### src/rtl/apple_mini_pkg.sv
// Shared ASCII constants and read-FSM encoding for the Apple-1 keyboard/USB path.
package apple_mini_pkg;

    localparam logic [6:0] NUL    = 7'h00;
    localparam logic [6:0] BS     = 7'h08;
    localparam logic [6:0] LF     = 7'h0A;
    localparam logic [6:0] CR     = 7'h0D;
    localparam logic [6:0] DEL    = 7'h7F;
    localparam logic [6:0] RUBOUT = 7'h5F;

    typedef enum logic [1:0] {
        ST_IDLE    = 2'd0,
        ST_RD      = 2'd1,
        ST_RECOVER = 2'd2
    } rd_state_t;

endpackage

### src/rtl/rx_queue.sv
// Circular character buffer with registered head output and synchronous flush.
// Latency: a push into an empty queue shows on head_dat/head_vld one edge later.
// Backpressure: pops only when head_vld && pop; pushes while full are ignored.
module rx_queue #(
    parameter int DEPTH = 4,
    parameter int WIDTH = 7
) (
    input  logic                   clk,
    input  logic                   reset,
    input  logic                   clear,
    input  logic                   push,
    input  logic [WIDTH-1:0]       push_dat,
    input  logic                   pop,
    output logic [WIDTH-1:0]       head_dat,
    output logic                   head_vld,
    output logic [$clog2(DEPTH):0] count
);
    localparam int AW = $clog2(DEPTH);
    localparam int PW = AW + 1;

    logic [WIDTH-1:0] mem [DEPTH];
    logic [PW-1:0]    wr_ptr, rd_ptr, wr_nxt, rd_nxt, count_nxt;
    logic [WIDTH-1:0] head_nxt;
    logic             do_push, do_pop;

    assign count     = wr_ptr - rd_ptr;
    assign do_push   = push && (count != PW'(DEPTH));
    assign do_pop    = head_vld && pop;
    assign wr_nxt    = wr_ptr + PW'(do_push);
    assign rd_nxt    = rd_ptr + PW'(do_pop);
    assign count_nxt = wr_nxt - rd_nxt;

    // The new head may be the entry being written on this very edge.
    always_comb begin
        head_nxt = head_dat;
        if (count_nxt != '0) begin
            if (do_push && (rd_nxt == wr_ptr)) head_nxt = push_dat;
            else                               head_nxt = mem[rd_nxt[AW-1:0]];
        end
    end

    always_ff @(posedge clk) begin
        if (do_push) mem[wr_ptr[AW-1:0]] <= push_dat;
    end

    always_ff @(posedge clk) begin
        if (reset || clear) begin
            wr_ptr   <= '0;
            rd_ptr   <= '0;
            head_vld <= 1'b0;
            head_dat <= '0;
        end else begin
            wr_ptr   <= wr_nxt;
            rd_ptr   <= rd_nxt;
            head_vld <= (count_nxt != '0);
            head_dat <= head_nxt;
        end
    end

endmodule

### src/rtl/ft245_rx.sv
// FT245 read-strobe engine, Apple-1 keyboard translation and character queue.
// Latency: RXF# fall to RD# low 3 edges; RD# rise (capture) to rx_valid 2 edges.
// Backpressure: no new read starts while the queue is full; rx_ready pops the head.
module ft245_rx
    import apple_mini_pkg::*;
#(
    parameter int DEPTH          = 4,
    parameter int RD_CYCLES      = 2,
    parameter int RECOVER_CYCLES = 3
) (
    input  logic       clk,
    input  logic       reset,
    input  logic       clear,
    input  logic       fifo_rxf,
    output logic       fifo_rd,
    input  logic [7:0] fifo_data,
    output logic [6:0] rx_data,
    output logic       rx_valid,
    input  logic       rx_ready,
    output logic [7:0] drop_count
);
    localparam int CW = 8;
    localparam int QW = $clog2(DEPTH) + 1;

    logic          rxf_meta, rxf_s;
    rd_state_t     state, state_nxt;
    logic [CW-1:0] cyc_cnt, cyc_cnt_nxt;
    logic          rd_done, rec_done, rd_nxt, cap_nxt;
    logic          cap_v, kill, last_cr;
    logic [7:0]    raw;
    logic          raw_msb_unused;
    logic [6:0]    c, xl_dat;
    logic          xl_drop, tr_v;
    logic [6:0]    tr_dat;
    logic [QW-1:0] q_count;

    always_ff @(posedge clk) begin
        if (reset) begin
            rxf_meta <= 1'b1;
            rxf_s    <= 1'b1;
        end else begin
            rxf_meta <= fifo_rxf;
            rxf_s    <= rxf_meta;
        end
    end

    assign rd_done  = (cyc_cnt == CW'(RD_CYCLES - 1));
    assign rec_done = (cyc_cnt == CW'(RECOVER_CYCLES - 1));

    always_ff @(posedge clk) begin
        if (reset) begin
            state   <= ST_IDLE;
            cyc_cnt <= '0;
            fifo_rd <= 1'b1;
            cap_v   <= 1'b0;
            raw     <= '0;
        end else begin
            state   <= state_nxt;
            cyc_cnt <= cyc_cnt_nxt;
            fifo_rd <= rd_nxt;
            cap_v   <= cap_nxt;
            if (cap_nxt) raw <= fifo_data;
        end
    end

    always_comb begin
        state_nxt = state;
        case (state)
            ST_IDLE:    if (!rxf_s && (q_count < QW'(DEPTH))) state_nxt = ST_RD;
            ST_RD:      if (rd_done)  state_nxt = ST_RECOVER;
            ST_RECOVER: if (rec_done) state_nxt = ST_IDLE;
            default:    state_nxt = ST_IDLE;
        endcase
    end

    always_comb begin
        rd_nxt      = (state_nxt != ST_RD);
        cap_nxt     = (state == ST_RD) && rd_done;
        cyc_cnt_nxt = (state_nxt != state) ? '0 : cyc_cnt + CW'(1);
    end

    // A flush during a read lets the pin protocol finish but marks its byte dead.
    always_ff @(posedge clk) begin
        if (reset)                  kill <= 1'b0;
        else if (clear)             kill <= (state != ST_IDLE);
        else if (state == ST_IDLE)  kill <= 1'b0;
    end

    assign c              = raw[6:0];
    assign raw_msb_unused = raw[7];

    always_comb begin
        xl_drop = 1'b0;
        xl_dat  = c;
        if (c == NUL) begin
            xl_drop = 1'b1;
        end else if (c == LF) begin
            if (last_cr) xl_drop = 1'b1;
            else         xl_dat  = CR;
        end else if ((c >= 7'h61) && (c <= 7'h7A)) begin
            xl_dat = c - 7'h20;
        end else if ((c == BS) || (c == DEL)) begin
            xl_dat = RUBOUT;
        end
    end

    always_ff @(posedge clk) begin
        if (reset) begin
            tr_v       <= 1'b0;
            tr_dat     <= '0;
            last_cr    <= 1'b0;
            drop_count <= '0;
        end else begin
            tr_v   <= cap_v && !kill && !clear && !xl_drop;
            tr_dat <= xl_dat;
            if (clear)              last_cr <= 1'b0;
            else if (cap_v && !kill) last_cr <= (c == CR);
            if (cap_v && !kill && !clear && xl_drop) drop_count <= drop_count + 8'd1;
        end
    end

    rx_queue #(
        .DEPTH (DEPTH),
        .WIDTH (7)
    ) u_queue (
        .clk      (clk),
        .reset    (reset),
        .clear    (clear),
        .push     (tr_v),
        .push_dat (tr_dat),
        .pop      (rx_ready),
        .head_dat (rx_data),
        .head_vld (rx_valid),
        .count    (q_count)
    );

endmodule

### config.mk
export PLATFORM = sky130hd
export DESIGN_NAME = ft245_rx
export DESIGN_NICKNAME = d
export VERILOG_FILES = /design/src/rtl/apple_mini_pkg.sv /design/src/rtl/rx_queue.sv /design/src/rtl/ft245_rx.sv
export SDC_FILE = /design/constraint.sdc
export NUM_CORES = 1
export LEC_CHECK = 0
export ABC_AREA = 1
export BUFFER_PORTS_ARGS = -buffer_cell sky130_fd_sc_hd__buf_4
export CORE_AREA = 2 2 95 97
export DETAILED_ROUTE_END_ITERATION = 8
export DIE_AREA = 0 0 97 99
export PLACE_DENSITY = 0.6
export REMOVE_ABC_BUFFERS = 1
export SETUP_SLACK_MARGIN = 0.15
export SLEW_MARGIN = 30
export SYNTH_ARGS = -nofsm -noshare
export SYNTH_HDL_FRONTEND = slang
export SYNTH_HIERARCHICAL = 1
export SYNTH_SLANG_ARGS = --single-unit
### constraint.sdc
create_clock -name clk -period 4 [get_ports clk]
set_input_delay 0.6 -clock clk [delete_from_list [all_inputs] [get_ports clk]]
set_output_delay 0.6 -clock clk [all_outputs]
set_load 0.01 [all_outputs]
==> key figures <==
Status
  – Status: complete, no violations

Worst hold path
  – Hold Path Stages: 1
  – Worst min path class: flip-flop to flip-flop

Worst setup path
  – Setup crit end kind: flip-flop
  – Critical path class: flip-flop to flip-flop
  – Crit path DAT: 3520 ps
  – Worst r2r path cells: 17
  – CP delay by family, top: adder cells
  – Startpoint Class: flip-flop
  – Crit path required time: 4290 ps
  – CP most frequent cell: ha_1
  – Critical Path, Cell by Cell: inv_1 -> ha_1 -> fa_1 -> nand2_1 -> inv_1 -> nand3_2 -> nand2_4 -> inv_4 -> ha_1 -> ha_1 -> ha_1 -> a21oi_1 -> nand3b_1 -> nand3_1 -> nor2_2 -> nand2_1 -> nand2_1
  – Slowest cell on crit path: fa_1
  – CP bufs+invs: 3
  – Number of gates on the worst path with buffers counted: 17
  – Largest fanout on the critical path: 9
  – CP max stage delay: 480 ps

Timing
  – Rel. slew slack: 0.591
  – RSZ-0062 raised after global routing: false
  – Worst Max-Slew Pin Slew: 608 ps
  – Final setup viols: 0
  – Fmax: 310 MHz
  – Hold_ws: 410 ps
  – Setup TNS: 0 ps
  – Slew Limit Fails: 0
  – Final min period: 3230 ps
  – Setup Skew: 14.4 ps
  – Fin. Hold Viols: 0
  – Period utilization: 0.807

Clock network
  – Clock sinks: 81
  – TritonCTS clock tree: yes
  – CTS buffer count: 9
  – Root buf cell: clkbuf_8
  – Reg clk slew, reported paths: 80 ps
  – Hold buffer count at cts: 0
  – Maximum clock insertion buffer count: 2
  – Clock Latency Late Sink: 350 ps
  – H-tree levels: 3
  – Post-CTS Setup Inserts: 0
  – CTS resizes: 0

Drt
  – Drt first pass iters: 4
  – Vias per cell: 4.92
  – DRC viols: 0
  – Routed Wire Length: 7.20 mm
  – Routed Antenna Nets: 0
  – Via count: 2886
  – Wire per inst: 12.3 microns
  – DR iter-0 viols: 73

Place
  – DP HPWL: 5.10 mm
  – GP Congestion: 0.780
  – Quantity of I/O buffers inserted on ports: 28

Yosys
  – Syn avg cell area: 8.52 sq um
  – Syn. warnings: 6
  – Mapped Cells: 437
  – Post-Syn Area: 3720 sq um

GRT
  – Vias in the first global route: 2774
  – Antenna violations before repair: 0
  – Wire length of the first global-routing pass: 12.5 mm
  – Total global routing overflow: 0
  – Total track usage: 0.161
  – Pin count of the biggest net entering global routing: 22

Die
  – Die Width: 97 microns
  – Placeable Area: 8550 sq um
  – Core Rows: 34
  – Die area: 9600 sq um
  – Die Span Y: 99 microns
  – # IOs: 30
  – Initial Util: 0.436

Power and ir drop
  – Total power: 1.57 mW
  – VDD IR-drop max: 0.000169 V
  – P per Cell Area: 367 nW/um^2
  – Leakage power: 1.73 nW

Finish
  – Layout net count: 500
  – Area grow syn2layout: 14.8%
  – Diodes inserted: 0
  – Final Util: 0.500
  – Share of cells above drive strength 1: 0.171

Flow run
  – Max_cap viols: 0
-- worst reg2reg max path, stage by stage (launching register included) --
cell	delay [ps]
dfxtp_1	410
inv_1	110
ha_1	220
fa_1	480
nand2_1	50
inv_1	60
nand3_2	90
nand2_4	100
inv_4	70
ha_1	190
ha_1	290
ha_1	290
a21oi_1	180
nand3b_1	130
nand3_1	110
nor2_2	250
nand2_1	90
nand2_1	70
-- sequential cells by signal, summed over array words and instances (netlist names), 3 cells and up --
| register | count |
|---|---|
| drop_count | 8 |
| u_queue/mem | 28 |
| u_queue/head_dat | 7 |
| cyc_cnt | 8 |
| tr_dat | 7 |
| u_queue/wr_ptr | 3 |
| u_queue/rd_ptr | 3 |
| raw | 7 |
-- area by class of cell --
class	count	area, sq um
fillers	842	4270
flip-flops and latches	81	1900
multi-input cells	307	1620
repair buffers	32	240
inverters	43	166
well taps	108	135
clock buffers	10	128
clock inverters	6	83.8
-- path summary, 6_finish.rpt --
check,from,end,slack (ps)
setup / recovery,u_queue/wr_ptr[0],u_queue/head_dat[0],770
hold / removal,rxf_meta,rxf_s,410
setup reg to reg,u_queue/wr_ptr[0],u_queue/head_dat[0],770
hold reg to reg,rxf_meta,rxf_s,410
-- report_power, final --
part	total [mW]	leakage, nW	internal, mW	switching [mW]
registers	0.864	0.679	0.855	0.00881
clock network	0.644	0.0999	0.349	0.295
logic	0.0638	0.955	0.0247	0.0391
-- routing by layer --
| layer | up-vias | track usage | wire length (microns) | share of wire |
|---|---|---|---|---|
| met4 | 0 | 0.0704 | 94 | 0.013 |
| li1 | 1514 | - | - | - |
| met3 | 7 | 0.0284 | 263 | 0.037 |
| met5 | - | 0 | 0 | 0 |
| met1 | 1314 | 0.208 | 3530 | 0.49 |
| met2 | 51 | 0.264 | 3310 | 0.46 |
-- cell usage in the layout (no fill, tap or decap) --
master / count
a21oi_1: 18
a21oi_2: 2
a22oi_1: 2
buf_4: 32
bufinv_16: 2
clkbuf_1: 1
clkbuf_8: 9
clkinv_1: 1
clkinv_2: 1
clkinvlp_4: 2
dfxtp_1: 53
edfxtp_1: 28
fa_1: 1
ha_1: 12
inv_1: 35
inv_2: 6
inv_4: 2
nand2_1: 113
nand2_2: 5
nand2_4: 3
nand3_1: 27
nand3_2: 5
nand3_4: 1
nand3b_1: 6
nand4_1: 1
nand4_4: 1
nor2_1: 49
nor2_2: 5
nor2_4: 1
nor2_8: 1
nor3_1: 12
nor4_1: 1
o21ai_0: 23
o21ai_2: 2
o22a_1: 1
o22ai_1: 6
or2_2: 2
xnor2_1: 2
xor2_1: 5
-- per-stage QoR --
step	area, sq um	setup WS, ps	std cells
4_1_cts	4280	743	587
3_5_place_dp	4070	768	571
5_1_grt	4280	506	587
2_1_floorplan	3690	1070	431
6_report	4280	771	587
3_3_place_gp	4070	826	571
Note: power is estimated with default switching activity, not from simulation.
